===== src/rtl/cordic_sched_pkg.sv =====
// Shared types and defaults for the CORDIC request scheduler.
// The tag id is sized for the largest supported requester count (8).
package cordic_sched_pkg;

  localparam int CS_DATA_W   = 16;
  // Must match the cordic stage count: its 128-bit stage buses hold 8 x 16-bit stages.
  localparam int CS_PIPE_LAT = 8;
  localparam int TAG_ID_W    = 3;

  function automatic int id_w(input int n);
    return (n > 1) ? $clog2(n) : 1;
  endfunction

  typedef struct packed {
    logic                valid;
    logic [TAG_ID_W-1:0] id;
  } tag_t;

endpackage


===== src/rtl/cordic_scheduler_rr_arbiter.sv =====
// Combinational round-robin arbiter: search starts one past ptr_i, first valid request wins.
// The pointer register lives in the parent; gnt_idx_o is the next pointer value on accept.
module rr_arbiter
  import cordic_sched_pkg::*;
#(
  parameter int N  = 4,
  parameter int IW = id_w(N)
) (
  input  logic          en_i,
  input  logic [N-1:0]  req_i,
  input  logic [IW-1:0] ptr_i,
  output logic [N-1:0]  grant_o,
  output logic [IW-1:0] gnt_idx_o,
  output logic          any_o
);

  int            cand;
  logic [IW-1:0] cidx;
  logic          found;

  always_comb begin
    grant_o   = '0;
    gnt_idx_o = ptr_i;
    found     = 1'b0;
    cand      = 0;
    cidx      = '0;
    for (int k = 1; k <= N; k++) begin
      cand = int'(ptr_i) + k;
      if (cand >= N) cand = cand - N;
      cidx = IW'(cand);
      if (en_i && !found && req_i[cidx]) begin
        found          = 1'b1;
        grant_o[cidx]  = 1'b1;
        gnt_idx_o      = cidx;
      end
    end
    any_o = found;
  end

endmodule


===== src/rtl/cordic_scheduler.sv =====
// Shares one pipelined cordic among NUM_REQ requesters; round-robin grant, tag pipe routes results back.
// Accept-to-response latency is PIPE_LAT cycles; no response backpressure, hold only blocks new grants.
module cordic_scheduler
  import cordic_sched_pkg::*;
#(
  parameter int NUM_REQ  = 4,
  parameter int DATA_W   = CS_DATA_W,
  parameter int PIPE_LAT = CS_PIPE_LAT
) (
  input  logic                      clk,
  input  logic                      reset,
  input  logic                      hold,
  input  logic [NUM_REQ-1:0]        req_valid,
  output logic [NUM_REQ-1:0]        req_ready,
  input  logic [NUM_REQ-1:0]        req_mode,
  input  logic [NUM_REQ*DATA_W-1:0] req_x,
  input  logic [NUM_REQ*DATA_W-1:0] req_y,
  input  logic [NUM_REQ*DATA_W-1:0] req_z,
  output logic [NUM_REQ-1:0]        resp_valid,
  output logic [DATA_W-1:0]         resp_res1,
  output logic [DATA_W-1:0]         resp_res2,
  output logic                      cor_mode,
  output logic [DATA_W-1:0]         cor_x,
  output logic [DATA_W-1:0]         cor_y,
  output logic [DATA_W-1:0]         cor_z,
  input  logic [DATA_W-1:0]         cor_res1,
  input  logic [DATA_W-1:0]         cor_res2,
  output logic                      busy,
  output logic [15:0]               issue_cnt
);

  localparam int ID_W = id_w(NUM_REQ);

  logic [ID_W-1:0]    ptr_q, ptr_d;
  logic [NUM_REQ-1:0] gnt;
  logic [ID_W-1:0]    gnt_idx;
  logic               accept;

  logic               cor_mode_q, cor_mode_d;
  logic [DATA_W-1:0]  cor_x_q, cor_x_d;
  logic [DATA_W-1:0]  cor_y_q, cor_y_d;
  logic [DATA_W-1:0]  cor_z_q, cor_z_d;
  logic [15:0]        issue_cnt_q, issue_cnt_d;
  tag_t               tag_q [PIPE_LAT];
  tag_t               tag_in_d;

  rr_arbiter #(
    .N  (NUM_REQ),
    .IW (ID_W)
  ) u_arb (
    .en_i      (!hold && !reset),
    .req_i     (req_valid),
    .ptr_i     (ptr_q),
    .grant_o   (gnt),
    .gnt_idx_o (gnt_idx),
    .any_o     (accept)
  );

  assign req_ready = gnt;

  // Grant is one-hot, so the operand select is a plain AND-OR mux.
  always_comb begin
    cor_mode_d = cor_mode_q;
    cor_x_d    = cor_x_q;
    cor_y_d    = cor_y_q;
    cor_z_d    = cor_z_q;
    for (int i = 0; i < NUM_REQ; i++) begin
      if (gnt[i]) begin
        cor_mode_d = req_mode[i];
        cor_x_d    = req_x[i*DATA_W +: DATA_W];
        cor_y_d    = req_y[i*DATA_W +: DATA_W];
        cor_z_d    = req_z[i*DATA_W +: DATA_W];
      end
    end
  end

  always_comb begin
    ptr_d          = accept ? gnt_idx : ptr_q;
    issue_cnt_d    = accept ? issue_cnt_q + 16'd1 : issue_cnt_q;
    tag_in_d.valid = accept;
    tag_in_d.id    = TAG_ID_W'(gnt_idx);
  end

  always_ff @(posedge clk) begin
    if (reset) begin
      ptr_q       <= ID_W'(NUM_REQ - 1);
      cor_mode_q  <= 1'b0;
      cor_x_q     <= '0;
      cor_y_q     <= '0;
      cor_z_q     <= '0;
      issue_cnt_q <= '0;
      for (int k = 0; k < PIPE_LAT; k++) tag_q[k] <= '0;
    end else begin
      ptr_q       <= ptr_d;
      cor_mode_q  <= cor_mode_d;
      cor_x_q     <= cor_x_d;
      cor_y_q     <= cor_y_d;
      cor_z_q     <= cor_z_d;
      issue_cnt_q <= issue_cnt_d;
      tag_q[0]    <= tag_in_d;
      for (int k = 1; k < PIPE_LAT; k++) tag_q[k] <= tag_q[k-1];
    end
  end

  always_comb begin
    resp_valid = '0;
    busy       = 1'b0;
    for (int i = 0; i < NUM_REQ; i++)
      resp_valid[i] = tag_q[PIPE_LAT-1].valid && (tag_q[PIPE_LAT-1].id == TAG_ID_W'(i));
    for (int k = 0; k < PIPE_LAT; k++)
      busy = busy | tag_q[k].valid;
  end

  assign resp_res1 = cor_res1;
  assign resp_res2 = cor_res2;
  assign cor_mode  = cor_mode_q;
  assign cor_x     = cor_x_q;
  assign cor_y     = cor_y_q;
  assign cor_z     = cor_z_q;
  assign issue_cnt = issue_cnt_q;

endmodule


===== config.mk =====
export PLATFORM = sky130hd
export DESIGN_NAME = cordic_scheduler
export DESIGN_NICKNAME = d
export VERILOG_FILES = /design/src/rtl/cordic_sched_pkg.sv /design/src/rtl/cordic_scheduler_rr_arbiter.sv /design/src/rtl/cordic_scheduler.sv
export SDC_FILE = /design/constraint.sdc
export NUM_CORES = 1
export LEC_CHECK = 0
export ABC_CLOCK_PERIOD_IN_PS = 8700
export CAP_MARGIN = 10
export CORE_MARGIN = 8
export CORE_UTILIZATION = 45
export DETAILED_ROUTE_END_ITERATION = 12
export PLACE_DENSITY = 0.88
export SYNTH_ARGS = -nofsm -noshare
export SYNTH_HDL_FRONTEND = slang
export SYNTH_SLANG_ARGS = --single-unit

===== constraint.sdc =====
create_clock -name clk -period 8.7 [get_ports clk]
set_clock_uncertainty 0.2 [all_clocks]
set_input_delay 1.305 -clock clk [delete_from_list [all_inputs] [get_ports clk]]
set_output_delay 1.305 -clock clk [all_outputs]
set_load 0.1 [all_outputs]

==> Yosys cells after proc, flatten, opt, wreduce, memory -nomap -nowiden <==
Memories as Yosys holds them, arrays and structs flattened.
Index checks and enable logic that the tools add are counted.
Widths: inputs -> output; s select.
{ "totals": {"reg_bits": 67, "mem_count": 1, "mem_bits_rw": 32, "romBits": 0, "latch_bits": 0} }
{ "mem_list": {"columns": ["name", "words", "width", "rd", "rd_clocked_by_memory_dff", "wr", "line_no", "rtl"], "rows": [
  ["tag_q", 8, 4, 8, 0, 8, "cordic_scheduler.sv:44", "tag_t tag_q [PIPE_LAT];"]
]} }
{ "op_classes": {"muxes": 59, "n_div": 0, "order_cmp": 12, "reduce_logical": 23, "shift": 0, "bitwise_logic": 18, "n_eq_ne": 3, "n_addsub": 9, "mul": 0} }
{ "ops": {"columns": ["cell", "n"], "rows": [
  ["$mux 16", 12],
  ["$mux 4", 12],
  ["$mux 1", 19],
  ["$add 16x1->16 const B", 1],
  ["$logic_and 1x1->1", 16],
  ["$mux 2", 8],
  ["$or 1x1->1", 15],
  ["$lt 2x3->1 const B", 4],
  ["$or 4x4->4", 3],
  ["$ge 3x3->1 const B", 3],
  ["$bmux 1 s2", 4],
  ["$demux 1 s2", 4],
  ["$ge 2x1->1 const B", 4],
  ["$sub 2x1->2 const B", 4],
  ["$add 2x2->3 const B", 2],
  ["$eq 3x2->1 const B", 2],
  ["$logic_not 1->1", 5],
  ["$add 2x3->4 const B", 1],
  ["$ge 4x3->1 const B", 1],
  ["$reduce_bool 4->1", 1],
  ["$add 2x1->3 const B", 1],
  ["$eq 3x1->1 const B", 1],
  ["$logic_not 3->1", 1]
]} }

==> Logic depth before layout (Yosys ltp) <==
{ "depth": {"depth_word": 23, "ltp_mapped": 13} }

==> Cells and area by module <==
Synthesis repeated with hierarchy kept, for this count alone.
{ "hier_totals": {"hier_cells": 587, "area_unflattened_um2": 5129.9} }
{ "by_module_without_submodules": {"columns": ["mod", "seq_area_each_um2", "cells_per_inst", "n_inst", "area_each_um2"], "rows": [
  ["cordic_scheduler", 1821.7, 520, 1, 4600.7],
  ["rr_arbiter", 0.0, 67, 1, 529.3]
]} }

==> Least setup slack after synthesis <==
Ideal clock, no wire load.
{ "synth_timing": {"path_kind": "input to output", "from": "in req_valid[2]", "to": "out req_ready[2]", "path_slack_ns": 3.506, "stages": 7, "arrival_ns": 3.689, "n_path_buf": 2, "path_cell_list": "mux4_2 nor4b_2 and3b_1 clkbuf_1 nor3_2 inv_1 clkbuf_1"} }
{ "synth_between": {"elab_chain_cells": 16, "elab_cells_between_ends": 28, "classes_between": "mux: 15; bitwise: 3; reduce/logical: 10"} }
{ "synth_lines": {"columns": ["item", "line_no", "rtl"], "rows": [
  ["from (decl)", "cordic_scheduler.sv:13", "input logic [NUM_REQ-1:0] req_valid,"],
  ["$bmux 1 s2", "cordic_scheduler_rr_arbiter.sv:31", "if (en_i && !found && req_i[cidx]) begin"],
  ["$mux 1 (not written as such)", "cordic_scheduler_rr_arbiter.sv:31", null],
  ["$logic_and 1x1->1", "cordic_scheduler_rr_arbiter.sv:31", null],
  ["$mux 1", "cordic_scheduler_rr_arbiter.sv:31", null],
  ["$logic_not 1->1", "cordic_scheduler_rr_arbiter.sv:31", null],
  ["$logic_and 1x1->1 (2 in series)", "cordic_scheduler_rr_arbiter.sv:31", null],
  ["$mux 1", "cordic_scheduler_rr_arbiter.sv:31", null],
  ["$logic_not 1->1", "cordic_scheduler_rr_arbiter.sv:31", null],
  ["$logic_and 1x1->1 (2 in series)", "cordic_scheduler_rr_arbiter.sv:31", null],
  ["$mux 1", "cordic_scheduler_rr_arbiter.sv:31", null],
  ["$logic_not 1->1", "cordic_scheduler_rr_arbiter.sv:31", null],
  ["$logic_and 1x1->1 (2 in series)", "cordic_scheduler_rr_arbiter.sv:31", null],
  ["$mux 4 (*)", "cordic_scheduler_rr_arbiter.sv:31", null],
  ["to (decl)", "cordic_scheduler.sv:14", "output logic [NUM_REQ-1:0] req_ready,"]
]} }
Mark *: on every way between the ends. The rest lies on a longest branch, timed or not. The select of a mux whose other input is x is not followed.

==> Final worst setup path <==
{ "layout_timing": {"from": "in req_valid[0]", "to": "out req_ready[3]"} }
The elaborated chain is that of the path after synthesis.

==> metrics.md <==
| Metric | Value |
|---|---|
| Hold Slack | 0.238 ns |
| Type of origin of the critical path | primary input |
| Routed vias | 7846 |
| Share of cells above drive strength 1 | 0.0549 |
| DP HPWL | 18400 um |
| Synth top area cells | dfxtp_1, inv_1, a31oi_1 |
| Wire per inst | 20.8 um |
| First-pass GRT wire length | 41000 um |
| IO Pins | 341 |
| Port Buffer Count | 276 |
| Syn Nets | 1158 |
| Post-CTS setup buffers | 0 |
| Avg Synthesized Cell Area | 7.68 um^2 |
| Die Ht | 141 um |
| Total GRT Usage | 0.254 |
| Fin. max-slew vios | 0 |
| Final number of setup-violating endpoints | 0 |
| Area Overhead vs Synth | 39.4% |
| Maximum buffer depth of the clock tree | 2 |
| Max-slew headroom | 0.261 |
| Power Dens Cells | 192 nW/um^2 |
| Met2 WL | 12400 um |
| Starting Density | 0.462 |
| Clock Sink Count | 91 |
| Vias in the first global route | 7597 |
| Site row count | 45 |
| Clock transition at path regs | 0.07 ns |
| Synth Cell Area | 7020 um^2 |
| Wire length on met1 | 10300 um |
| Most frequent CP cell | clkdlybuf4s50_1 |
| Drt total wl | 26200 um |
| Min Tclk post-route | 7.01 ns |
| Status | completed |
| Cell type with the highest aggregate area in the netlist | dfxtp_1 |
| Core region area | 15200 um^2 |
| Number of max-cap violations | 0 |
| Skew-Pair Late Insertion Delay | 0.36 ns |
| Final period utilization | 0.805 |
| # resized after CTS | 0 |
| Required @ worst endpoint | 7.19 ns |
| Hold Vio Cnt, Final | 0 |
| Main flop type after synthesis | dfxtp_1 |
| Placer Congestion | 0.873 |
| Fraction of registers with async set/reset | 0 |
| Die Width | 141 um |
| Tightest Pin Transition | 1.11 ns |
| Critical path arrival | 5.50 ns |
| Crit Path Class | primary input to output pin |
| H-Tree Depth | 3 |
| Vias per inst | 6.22 |
| CTS Root Cell | clkbuf_16 |
| Flops & latches, synth | 91 |
| Number of synthesized flops with an enable pin | 0 |
| Worst setup EP type | output pin |
| Antenna Cells | 0 |
| Crit path largest cell delay | 1.14 ns |
| CTS Buf Count | 9 |
| Max IR drop VDD | 0.000116 V |
| HP Class | register to register |
| Post-route ant nets | 0 |
| CTS tree | built |
| Critical path peak fanout | 50 |
| Setup WS pre-CTS | 1.80 ns |
| Initial antenna violation count | 0 |
| Post-synth top area share | 0.260 |
| Max Clk Rate | 143 MHz |
| Critical path cell sequence | clkdlybuf4s50_1, mux4_2, nor2b_1, nand3_2, and3_2, inv_1, clkdlybuf4s50_1 |
| Initial drt markers | 577 |
| Layout Nets | 1313 |
| Lkg Pwr | 4.07 nW |
| Critical path's slowest cell | clkdlybuf4s50_1 |
| Top routing layer in use | met4 |
| YS warnings | 0 |
| Drt pass-1 iters | 5 |
| Routed length on met3 | 2120 um |
| Detailed-route DRC error count | 0 |
| Syn Inst Count | 914 |
| Setup TNS | 0 ns |
| FILL cells | 1296 |
| RSZ-0062 raised after global routing | no |
| Yosys cell types | 41 |
| Largest net degree at the start of global routing | 100 |
| Register area share after synthesis | 0.260 |
| Hold Buf Count CTS | 0 |
| Grt ovf | 0 |
| Final setup margin | 1.69 ns |
| Die area | 19800 um^2 |
critical path: cells and delay by family:
family	cells	cell delay [ns]
simple gates	3	1.83
mux	1	0.58
buf+inv	3	1.73
flip-flops by register name (all words and copies together), names as in the netlist:
signal	cells
cor_mode	1
cor_x	16
issue_cnt	16
cor_y	16
tag_q	24
ptr_q	2
cor_z	16
layout by cell type, fill, tap and decap left out, types with 6 or more instances in the layout:
| master | count |
|---|---|
| and4_1 | 51 |
| o31ai_1 | 49 |
| ha_1 | 9 |
| nand4_1 | 6 |
| clkbuf_16 | 9 |
| nand2_1 | 6 |
| a41oi_1 | 49 |
| nor2b_1 | 23 |
| a31oi_1 | 98 |
| a221oi_2 | 10 |
| clkdlybuf4s50_1 | 274 |
| xor2_1 | 12 |
| o311ai_0 | 49 |
| dfxtp_1 | 91 |
| nor2_1 | 24 |
| inv_1 | 203 |
| buf_4 | 14 |
| a221oi_1 | 39 |
layout make-up:
| cell class | count | area, um^2 | share of cell area |
|---|---|---|---|
| Multi-Input combinational cell | 476 | 3790 | 0.387 |
| Timing Repair Buffer | 288 | 2850 | 0.291 |
| Sequential cell | 91 | 1820 | 0.186 |
| Inverter | 203 | 762 | 0.0779 |
| Tap cell | 188 | 235 | 0.0241 |
| Clock buffer | 9 | 225 | 0.0230 |
| Clock inverter | 7 | 98.8 | 0.0101 |
layer usage:
layer	GRT usage	up-vias
met1	0.300	3661
met4	0.154	0
met2	0.413	427
met3	0.0567	101
met5	0	-
li1	-	3657
cells in the mapped netlist, drive strengths merged (2+ instances only):
master and count:
a211oi 2, a221oi 49, a22o 2, a22oi 2, a31oi 98, a41oi 49, and2 2, and3 6
and3b 3, and4 52, buf 46, clkbuf 98, dfxtp 91, ha 9, inv 203, mux2i 2
mux4 4, nand2 6, nand2b 2, nand3 5, nand3b 3, nand4 6, nor2 24, nor2b 23
nor4 3, nor4b 2, o21ai 3, o311ai 49, o31ai 49, xnor2 4, xor2 12
cell families after synthesis:
family,synth area share
AND/OR/NAND/NOR,0.138
XOR/XNOR,0.0200
AO/OA/AOI/OAI,0.344
adder cells (fa/ha/maj),0.0160
buffers and inverters,0.206
multiplexers,0.0157
flip-flops,0.260
power by group:
group	total, mW	internal, mW	switching, mW	leakage (nW)
clock	0.438	0.254	0.184	0.156
combinational	0.930	0.302	0.628	3.17
sequential	0.512	0.475	0.0367	0.745
total	1.88	1.03	0.849	4.07
metrics by stage:
stage / area [um^2] / std cells / power [mW] / util
final: 9780 / 1262 / 1.88 / 0.643
after global placement: 9460 / 1246 / 1.44 / 0.622
after detailed placement: 9460 / 1246 / 1.45 / 0.622
after global routing: 9780 / 1262 / 1.95 / 0.643
after CTS: 9780 / 1262 / 1.88 / 0.643
after floorplan: 7020 / 914 / 1.25 / -
final timing paths:
kind / startpoint / to / slack, ns / depth (start not counted)
max: req_valid[0] / req_ready[3] / 1.69 / 7
min: tag_q[0][1] / tag_q[0][5] / 0.24 / 1
max reg2reg: ptr_q[0] / cor_x[9] / 3.17 / 9
min reg2reg: tag_q[0][1] / tag_q[0][5] / 0.24 / 1
(Power assumes the default switching activity.)
==> RTL change, RTL diff (same flow settings) <==
Set the package constant `CS_DATA_W` to 14 (it was 16).
--- a/src/rtl/cordic_sched_pkg.sv
+++ b/src/rtl/cordic_sched_pkg.sv
@@ -3,5 +3,5 @@
 package cordic_sched_pkg;
 
-  localparam int CS_DATA_W   = 16;
+  localparam int CS_DATA_W   = 14;
   // Must match the cordic stage count: its 128-bit stage buses hold 8 x 16-bit stages.
   localparam int CS_PIPE_LAT = 8;
Ports: changed (10 resized); port bits go from 341 to 303. The function was not compared with the original's and may differ.
==> RTL change against the unedited design <==
Wire length decreased by 32%; design area decreased by 24%; worst setup slack improved by 710 ps; sequential cell count decreased by 6; total power decreased by 26%; sequential power decreased by 11%; largest cell class unchanged; area after synthesis decreased by 28%.
==> RTL change: results (changes against the unedited design) <==
| Metric | Value |
|---|---|
| Synth Area in Compound Gates | 24.8% (-9.7 points) |
| Adder-Cell Fraction of Synth Area | 2.23% (+0.63 points) |
| Gr usage total | 22.4% (-3.0 points) |
| DPL Wire Length | 13,500 um (-27%) |
| Placer Congestion | 1.01 (+16%) |
| Clk sink count | 85 (-6.6%) |
| DRT Pass-1 Iters | 4 (-1) |
| Placement Rows | 38 (-16%) |
| Signal buf overhead | 33.3% (+4.2 points) |
| Internal power | 0.764 mW (-26%) |
| Clk pwr | 0.270 mW (-38%) |
| Fill cells | 857 (-34%) |
| Leakage Power | 2.70 nW (-34%) |
| Final worst path period share | 72.4% (-8.1 points) |
| XOR/XNOR share of the synthesized area | 2.08% (+0.086 points) |
| Fin util | 68.6% (+4.3 points) |
| Post-DP Area | 0.00728 mm2 (-23%) |
| Worst ir drop on vdd | 0.123 mV (+5.9%) |
| Crit-path leading delay family | buffers and inverters |
| Non-Clock Buffer Count | 250 (-13%) |
| DP Worst Slack | 2400 ps (+605 ps) |
| ClkCell Share | 2.65% (-0.67 points) |
| Per-cell routed wire length | 18.7 um (-9.9%) |
| FF/Latch Area | 0.00170 mm2 (-6.6%) |
| Max stage delay on crit path | 980 ps (-160 ps) |
| Logic inverters | 4 (-98%) |
| Largest fanout on the critical path | 87 (+74%) |
| Sequential Power | 0.456 mW (-11%) |
| Largest cells by area after synthesis | dfxtp_1 34%, a311oi_2 12%, nand2_1 11% |
| Comb_multi_in | 451 (-5.3%) |
| DR iter-0 viols | 408 (-29%) |
| Mapped Avg Cell Area | 8.16 um2 (+6.3%) |
| Fin nets | 1,017 (-23%) |
| Port bufs | 246 (-11%) |
| Clock slew at reported path FFs | 90 ps (+20 ps) |
| Via density | 5.48 (-12%) |
| WHS | 243 ps (+5.20 ps) |
| Flop pwr share | 32.8% (+5.6 points) |
| R2r setup slk | 3360 ps (+190 ps) |
| Slew Limit Headroom | 26.3% (+0.22 points) |
| Status | complete, no violations |
| Largest net degree at the start of global routing | 88 (-12%) |
[RTL change: cell count changes after synthesis, moves of 49 or more]
cell      change
a31oi_1      -98
nand2_1     +138
a41oi_1      -49
o311ai_0     -49
nor2_1       +82
clkbuf_1     -56
inv_1       -200
and4_1       -52
[RTL change: worst paths after layout]
path / from / endpoint / cells past startpoint
min: tag_q[0][5] / tag_q[0][9] / 1
min reg2reg: tag_q[0][5] / tag_q[0][9] / 1
max: reset / req_ready[1] / 8
max reg2reg: ptr_q[0] / cor_x[13] / 12
[RTL change: routing by layer]
metal  share of wire [%]  wire (um)  global-route usage (%)  vias to the layer above
met4                 1.6        285                    6.01                        0
met1                  37       6550                    23.2                     2409
met5                   0          0                       0                        -
li1                    -          -                       -                     2518
met3                 8.7       1550                    8.93                       29
met2                  53       9310                    41.0                      225
